**src/rtl/cplx_pkg.sv**
```systemverilog
// Shared complex-arithmetic types for the divider path and its arbiter.
package cplx_pkg;

  typedef struct packed {
    logic [63:0] b;
    logic [63:0] a;
  } cplx_t;

  typedef struct packed {
    logic [63:0] b2;
    logic [63:0] a2;
    logic [63:0] b1;
    logic [63:0] a1;
  } cplx_ops_t;

  // Same bit layout as the FPU status flags {NV,DZ,OF,UF,NX}.
  typedef struct packed {
    logic nv;
    logic dz;
    logic of;
    logic uf;
    logic nx;
  } status_t;

  typedef enum logic {
    ARB_FREE,
    ARB_LOCKED
  } arb_state_t;

  localparam logic [63:0] CPLX_ONE = 64'h3ff0000000000000;

  function automatic int unsigned rr_next(input int unsigned idx, input int unsigned n);
    return (idx + 1 >= n) ? 0 : idx + 1;
  endfunction

endpackage

```
**src/rtl/cdiv_arbiter_if.sv**
```systemverilog
// Requester and divider handshake bundle around the shared complex divider.
interface cdiv_arbiter_if
  import cplx_pkg::*;
#(
  parameter int unsigned NREQ = 4
);

  cplx_ops_t [NREQ-1:0] req_operands;
  logic      [NREQ-1:0] req_valid;
  logic      [NREQ-1:0] req_ready;

  cplx_t                rsp_result;
  status_t              rsp_status;
  logic      [NREQ-1:0] rsp_valid;
  logic      [NREQ-1:0] rsp_ready;

  cplx_ops_t            div_operands;
  logic                 div_in_valid;
  logic                 div_in_ready;
  cplx_t                div_result;
  status_t              div_status;
  logic                 div_out_valid;
  logic                 div_out_ready;

  // Arbiter side.
  modport slave (
    input  req_operands, req_valid, rsp_ready,
    input  div_in_ready, div_result, div_status, div_out_valid,
    output req_ready, rsp_result, rsp_status, rsp_valid,
    output div_operands, div_in_valid, div_out_ready
  );

  // Requester engines and divider side.
  modport master (
    output req_operands, req_valid, rsp_ready,
    output div_in_ready, div_result, div_status, div_out_valid,
    input  req_ready, rsp_result, rsp_status, rsp_valid,
    input  div_operands, div_in_valid, div_out_ready
  );

endinterface

```
**src/rtl/cdiv_arbiter_tag_fifo.sv**
```systemverilog
// Generic synchronous FIFO; DEPTH must be a power of two so pointers wrap naturally.
module tag_fifo #(
  parameter int unsigned WIDTH = 2,
  parameter int unsigned DEPTH = 8
) (
  input  logic             clk,
  input  logic             rst,
  input  logic             clear,
  input  logic             push,
  input  logic [WIDTH-1:0] push_data,
  input  logic             pop,
  output logic [WIDTH-1:0] head,
  output logic             full,
  output logic             empty
);

  localparam int unsigned PTR_W = (DEPTH > 1) ? $clog2(DEPTH) : 1;

  logic [WIDTH-1:0] mem [DEPTH];
  logic [PTR_W-1:0] rd_ptr;
  logic [PTR_W-1:0] wr_ptr;
  logic [PTR_W:0]   count;
  logic             do_push;
  logic             do_pop;

  assign full    = (count == (PTR_W+1)'(DEPTH));
  assign empty   = (count == '0);
  assign do_push = push && !full;
  assign do_pop  = pop && !empty;
  assign head    = mem[rd_ptr];

  always_ff @(posedge clk) begin
    if (rst || clear) begin
      rd_ptr <= '0;
      wr_ptr <= '0;
      count  <= '0;
    end else begin
      if (do_push) begin
        mem[wr_ptr] <= push_data;
        wr_ptr      <= wr_ptr + 1'b1;
      end
      if (do_pop) begin
        rd_ptr <= rd_ptr + 1'b1;
      end
      case ({do_push, do_pop})
        2'b10:   count <= count + 1'b1;
        2'b01:   count <= count - 1'b1;
        default: count <= count;
      endcase
    end
  end

endmodule

```
**src/rtl/cdiv_arbiter.sv**
```systemverilog
// Round-robin sharing of one complex divider among NREQ requesters; results are
// steered back to the issuing requester via an in-order tag FIFO.
module cdiv_arbiter
  import cplx_pkg::*;
#(
  parameter int unsigned NREQ  = 4,
  parameter int unsigned DEPTH = 8
) (
  input  logic           clk_i,
  input  logic           rst_i,
  input  logic           flush_i,
  cdiv_arbiter_if.slave  bus,
  output logic           div_flush_o,
  output logic           busy_o,
  output logic           err_o
);

  localparam int unsigned IDX_W = (NREQ > 1) ? $clog2(NREQ) : 1;

  typedef logic [IDX_W-1:0] idx_t;

  arb_state_t  state_q;
  arb_state_t  state_d;
  idx_t        rr_ptr;
  idx_t        rr_ptr_d;
  idx_t        lock_idx;
  idx_t        lock_idx_d;

  idx_t        cand;
  logic        cand_found;
  int unsigned scan;
  logic        block;
  logic        issue_valid;
  logic        issue_fire;
  logic        ret_fire;
  logic        stray_ret;

  idx_t        head_tag;
  logic        fifo_full;
  logic        fifo_empty;

  assign div_flush_o = flush_i;
  assign busy_o      = !fifo_empty;
  assign block       = rst_i || flush_i;
  assign stray_ret   = bus.div_out_valid && fifo_empty;

  tag_fifo #(
    .WIDTH (IDX_W),
    .DEPTH (DEPTH)
  ) u_tag_fifo (
    .clk       (clk_i),
    .rst       (rst_i),
    .clear     (flush_i),
    .push      (issue_fire),
    .push_data (cand),
    .pop       (ret_fire),
    .head      (head_tag),
    .full      (fifo_full),
    .empty     (fifo_empty)
  );

  // Candidate selection: a stalled grant stays locked so the operand stream
  // seen by the divider cannot change until it accepts.
  always_comb begin
    cand       = rr_ptr;
    cand_found = 1'b0;
    scan       = 0;
    if (state_q == ARB_LOCKED) begin
      cand       = lock_idx;
      cand_found = 1'b1;
    end else begin
      for (int unsigned k = 0; k < NREQ; k++) begin
        scan = (32'(rr_ptr) + k) % NREQ;
        if (!cand_found && bus.req_valid[scan]) begin
          cand_found = 1'b1;
          cand       = idx_t'(scan);
        end
      end
    end
  end

  always_comb begin
    issue_valid      = cand_found && !fifo_full && !block;
    issue_fire       = issue_valid && bus.div_in_ready;
    bus.div_in_valid = issue_valid;
    bus.div_operands = bus.req_operands[cand];
    bus.req_ready    = '0;
    if (issue_fire) begin
      bus.req_ready[cand] = 1'b1;
    end
  end

  always_comb begin
    bus.rsp_result    = bus.div_result;
    bus.rsp_status    = bus.div_status;
    bus.rsp_valid     = '0;
    bus.div_out_ready = !fifo_empty && !block && bus.rsp_ready[head_tag];
    if (bus.div_out_valid && !fifo_empty && !block) begin
      bus.rsp_valid[head_tag] = 1'b1;
    end
    ret_fire = bus.div_out_valid && bus.div_out_ready;
  end

  always_comb begin
    state_d    = state_q;
    rr_ptr_d   = rr_ptr;
    lock_idx_d = lock_idx;
    if (issue_fire) begin
      state_d  = ARB_FREE;
      rr_ptr_d = idx_t'(rr_next(32'(cand), NREQ));
    end else if (issue_valid) begin
      state_d    = ARB_LOCKED;
      lock_idx_d = cand;
    end
    if (flush_i) begin
      state_d  = ARB_FREE;
      rr_ptr_d = '0;
    end
  end

  always_ff @(posedge clk_i) begin
    if (rst_i) begin
      state_q  <= ARB_FREE;
      rr_ptr   <= '0;
      lock_idx <= '0;
      err_o    <= 1'b0;
    end else begin
      state_q  <= state_d;
      rr_ptr   <= rr_ptr_d;
      lock_idx <= lock_idx_d;
      if (stray_ret) begin
        err_o <= 1'b1;
      end
    end
  end

endmodule

```
**src/flat_wrapper.sv**
```systemverilog
// flat-port wrapper written by rule: the top's interface ports become plain ports
module cdiv_arbiter_flat import cplx_pkg::*;
#(
  parameter int unsigned NREQ  = 4,
  parameter int unsigned DEPTH = 8
)
  (clk_i, rst_i, flush_i, div_flush_o, busy_o, err_o, bus_req_operands, bus_req_valid, bus_rsp_ready, bus_div_in_ready, bus_div_result, bus_div_status, bus_div_out_valid, bus_req_ready, bus_rsp_result, bus_rsp_status, bus_rsp_valid, bus_div_operands, bus_div_in_valid, bus_div_out_ready);
  cdiv_arbiter_if #(.NREQ(NREQ)) bus_i ();
  input  logic clk_i;
  input  logic rst_i;
  input  logic flush_i;
  output logic div_flush_o;
  output logic busy_o;
  output logic err_o;
  input wire logic [$bits(bus_i.req_operands)-1:0] bus_req_operands;
  input wire logic [$bits(bus_i.req_valid)-1:0] bus_req_valid;
  input wire logic [$bits(bus_i.rsp_ready)-1:0] bus_rsp_ready;
  input wire logic [$bits(bus_i.div_in_ready)-1:0] bus_div_in_ready;
  input wire logic [$bits(bus_i.div_result)-1:0] bus_div_result;
  input wire logic [$bits(bus_i.div_status)-1:0] bus_div_status;
  input wire logic [$bits(bus_i.div_out_valid)-1:0] bus_div_out_valid;
  output wire logic [$bits(bus_i.req_ready)-1:0] bus_req_ready;
  output wire logic [$bits(bus_i.rsp_result)-1:0] bus_rsp_result;
  output wire logic [$bits(bus_i.rsp_status)-1:0] bus_rsp_status;
  output wire logic [$bits(bus_i.rsp_valid)-1:0] bus_rsp_valid;
  output wire logic [$bits(bus_i.div_operands)-1:0] bus_div_operands;
  output wire logic [$bits(bus_i.div_in_valid)-1:0] bus_div_in_valid;
  output wire logic [$bits(bus_i.div_out_ready)-1:0] bus_div_out_ready;
  assign bus_i.req_operands = bus_req_operands;
  assign bus_i.req_valid = bus_req_valid;
  assign bus_i.rsp_ready = bus_rsp_ready;
  assign bus_i.div_in_ready = bus_div_in_ready;
  assign bus_i.div_result = bus_div_result;
  assign bus_i.div_status = bus_div_status;
  assign bus_i.div_out_valid = bus_div_out_valid;
  assign bus_req_ready = bus_i.req_ready;
  assign bus_rsp_result = bus_i.rsp_result;
  assign bus_rsp_status = bus_i.rsp_status;
  assign bus_rsp_valid = bus_i.rsp_valid;
  assign bus_div_operands = bus_i.div_operands;
  assign bus_div_in_valid = bus_i.div_in_valid;
  assign bus_div_out_ready = bus_i.div_out_ready;
  cdiv_arbiter #(.NREQ(NREQ), .DEPTH(DEPTH)) u_core (.clk_i(clk_i), .rst_i(rst_i), .flush_i(flush_i), .bus(bus_i), .div_flush_o(div_flush_o), .busy_o(busy_o), .err_o(err_o));
endmodule
```
**config.mk**
```make
export PLATFORM = sky130hd
export DESIGN_NAME = cdiv_arbiter_flat
export DESIGN_NICKNAME = d
export VERILOG_FILES = /design/src/rtl/cplx_pkg.sv /design/src/rtl/cdiv_arbiter_if.sv /design/src/rtl/cdiv_arbiter_tag_fifo.sv /design/src/rtl/cdiv_arbiter.sv /design/src/flat_wrapper.sv
export SDC_FILE = /design/constraint.sdc
export NUM_CORES = 1
export LEC_CHECK = 0
export CAP_MARGIN = 10
export CORE_AREA = 10 10 602 604
export DETAILED_ROUTE_END_ITERATION = 8
export DIE_AREA = 0 0 612 614
export DONT_BUFFER_PORTS = 1
export PLACE_DENSITY = 0.3
export SLEW_MARGIN = 20
export SYNTH_ARGS = -nofsm -noshare
export SYNTH_HDL_FRONTEND = slang
export SYNTH_SLANG_ARGS = --single-unit
```
**constraint.sdc**
```tcl
create_clock -name clk_i -period 4.7 [get_ports clk_i]
set_input_delay 0.94 -clock clk_i [delete_from_list [all_inputs] [get_ports clk_i]]
set_output_delay 0.94 -clock clk_i [all_outputs]
set_load 0.03 [all_outputs]
```
==> results of run 1 <==
==> state kept, by name, summed over array words and instances (netlist names), named ones only <==
name / flops
u_core.u_tag_fifo.wr_ptr: 3
u_core.lock_idx: 2
u_core.rr_ptr: 2
u_core.u_tag_fifo.count: 4
u_core.u_tag_fifo.mem: 16
u_core.state_q: 1
u_core.err_o: 1
u_core.u_tag_fifo.rd_ptr: 3
==> final timing paths <==
check,to,slack [ns],startpoint,depth (start not counted)
max,bus_div_operands[59],0.06,bus_req_valid[2],11
min,u_core.u_tag_fifo.rd_ptr[2],0.47,u_core.u_tag_fifo.rd_ptr[2],1
max reg2reg,u_core.u_tag_fifo.count[2],1.02,flop,12
min reg2reg,u_core.u_tag_fifo.rd_ptr[2],0.47,u_core.u_tag_fifo.rd_ptr[2],1
==> layer usage <==
| metal | track usage, % | up-vias | part of all wire, % |
|---|---|---|---|
| li1 | - | 4584 | - |
| met1 | 13.0 | 6004 | 30 |
| met2 | 24.5 | 1858 | 46 |
| met3 | 13.7 | 825 | 20 |
| met4 | 3.46 | 268 | 3.5 |
| met5 | 0.985 | - | 0.77 |
==> power by group <==
group	total (mW)	switching, mW	internal [mW]
clock network	0.334	0.136	0.198
registers	0.330	0.00693	0.323
logic	2.95	1.86	1.10
==> through the flow <==
step	setup WS [ns]	util, %	total power, mW	instance area, µm²
finish	0.0630	5.55	3.62	19500
global placement	-0.324	5.42	3.36	19000
detailed placement	-0.247	5.43	3.36	19000
CTS	0.0182	5.48	3.71	19200
floorplan	0.468	-	2.03	10900
global route	0.0477	5.49	3.75	19300
==> layout make-up <==
type | count | area [µm²]
clock buffers | 5 | 125
flip-flops and latches | 35 | 861
repair buffers | 352 | 3350
multi-input cells | 896 | 9050
diodes | 92 | 230
inverters | 9 | 41.3
well taps | 4620 | 5780
clock inverters | 3 | 23.8
fillers | 41465 | 331000
==> kinds of logic (layout without fill, tap and decap cells) <==
| kind of cell | after synthesis | after routing | share of synthesized area [%] |
|---|---|---|---|
| DFF | 35 | 35 | 7.86 |
| xor gates and xnor gates | 5 | 5 | 0.400 |
| and+or+nand+nor | 69 | 69 | 3.32 |
| adders and majority gates | 9 | 9 | 1.03 |
| muxes | 780 | 780 | 72.1 |
| other | 0 | 92 | 0 |
| AOI/OAI and AO/OA | 33 | 33 | 1.83 |
| buffers and inverters | 233 | 369 | 13.4 |
==> synth_stat cells (9+ instances only) <==
master	count
mux2i_1	770
a21oi_1	11
clkbuf_1	15
dfxtp_1	19
nor2_1	17
ha_1	9
nand2_1	14
buf_4	134
edfxtp_1	16
buf_2	68
==> impl_metrics.py, run 1 <==
metrics = {
    "outcome": {
        "status": "complete, no violations",
    },
    "layout": {
        "nets": 2478,
        "drive_above_1_share_pct": 34.2,
        "layout_commonest_cell": "mux2i_1",
        "fin_cells": 6012,
        "layout_common_cells": "702 x mux2i_1, 294 x buf_4, 52 x buf_12, 50 x mux2i_2, 19 x dfxtp_1",
        "area_growth_pct": 77.8,
    },
    "setup_path": {
        "crit_required_ns": 3.76,
        "endpoint_kind": "output pin",
        "cp_max_fo": 34,
        "crit_buf_inv": 5,
        "critical_path.cell_chain": "or2_0 -> a21o_1 -> a22oi_1 -> o21ai_4 -> buf_12 -> buf_12 -> buf_12 -> buf_12 -> mux2i_2 -> mux2i_1 -> buf_4",
        "crit_family": "buffers and inverters",
        "cp_data_arrival_time_ns": 3.70,
        "critPathKind": "primary input to output pin",
        "cp-start-kind": "primary input",
        "crit_path_max_incr_delay_ns": 0.64,
        "cp_common_cell": "buf_12",
        "cp_slowest_cell": "mux2i_2",
    },
    "sta": {
        "tightest_slew_ns": 0.939,
        "max_freq_ghz": 0.216,
        "drv_slew": 0,
        "finalCritPeriodShare_pct": 98.7,
        "setup_viol": 0,
        "rsz0062_at_grt": "no",
        "tns_ns": 0,
        "finalHoldViolCount": 0,
        "max-slew-margin-rel_pct": 35.6,
        "fin_crit_ns": 4.64,
        "whs_ns": 0.468,
        "fin_skew_ns": 0.00528,
    },
    "clock_tree": {
        "post_cts_buffers": 0,
        "path_clk_slew_ns": 0.06,
        "hold_buffers": 0,
        "root_buffer": "clkbuf_16",
        "clk_path_buf_depth": 2,
        "insertion_delay_ns": 0.28,
        "htree_levels": 2,
        "cts_made_buffers": 5,
        "clkSinkCount": 35,
        "cts-resized-gates": 10,
        "cts_tree": "done",
    },
    "yosys": {
        "synth-seq-cells": 35,
        "synth_nets": 2343,
        "yosys.area.top_type": "mux2i_1",
        "ys_warn_count": 0,
        "synth-seq-area-share_pct": 7.86,
        "netlist_instances": 1164,
        "syn_area_mm2": 0.0109,
        "synth_edf_count": 16,
        "yosys.area.top_type_share_pct": 70.4,
        "synthDistinctLibCells": 50,
        "async_flop_share_pct": 0,
        "synth_area_leaders": "mux2i_1 70%, buf_4 9.2%, edfxtp_1 4.4%",
        "synth-main-ff-cell": "dfxtp_1",
        "avgSynthCellArea_um2": 9.40,
    },
    "floorplanning": {
        "chipHeight_um": 614,
        "die_area_mm2": 0.376,
        "io_pins": 1572,
        "initial_core_util_pct": 3.12,
        "row_count": 218,
        "die_w_um": 612,
        "core_area_mm2": 0.351,
    },
    "power": {
        "leakagePower_nw": 6.29,
        "irDropWorstVdd_mv": 0.108,
        "powerDensity_mw_per_mm2": 186,
    },
    "grt": {
        "grt_util_all_layers_pct": 14.7,
        "grt_antenna_before_repair": 475,
        "grt_max_degree": 51,
        "grt-ovfl-total": 0,
        "grt_first_pass_wirelength_um": 317000,
        "grt_pass1_vias": 11673,
    },
    "route": {
        "vias": 13539,
        "avgRoutedWirePerCell_um": 48.9,
        "drtIter0Drc": 1241,
        "drt_pass1_iterations": 6,
        "routed_via_density": 2.25,
        "route.antenna.remaining_nets": 0,
        "drc": 0,
        "drt-total-wl_um": 294000,
    },
    "place": {
        "dp.cells": 5912,
        "io_buffers": 0,
        "dp_hpwl_um": 285000,
        "routabilityCongestion": 0.921,
    },
    "flow_run": {
        "cap_violations": 0,
    },
    "worst_hold_path": {
        "min_path_type": "flop to flop",
    },
}
Power figures use the tool's default switching activity.
==> run 2, diff against run 1 <==
- CTS_BUF_LIST: default -> sky130_fd_sc_hd__clkbuf_8 sky130_fd_sc_hd__clkbuf_16
==> results of run 2 <==
No change in the layout: final DEF, timing and power equal those of run 1.
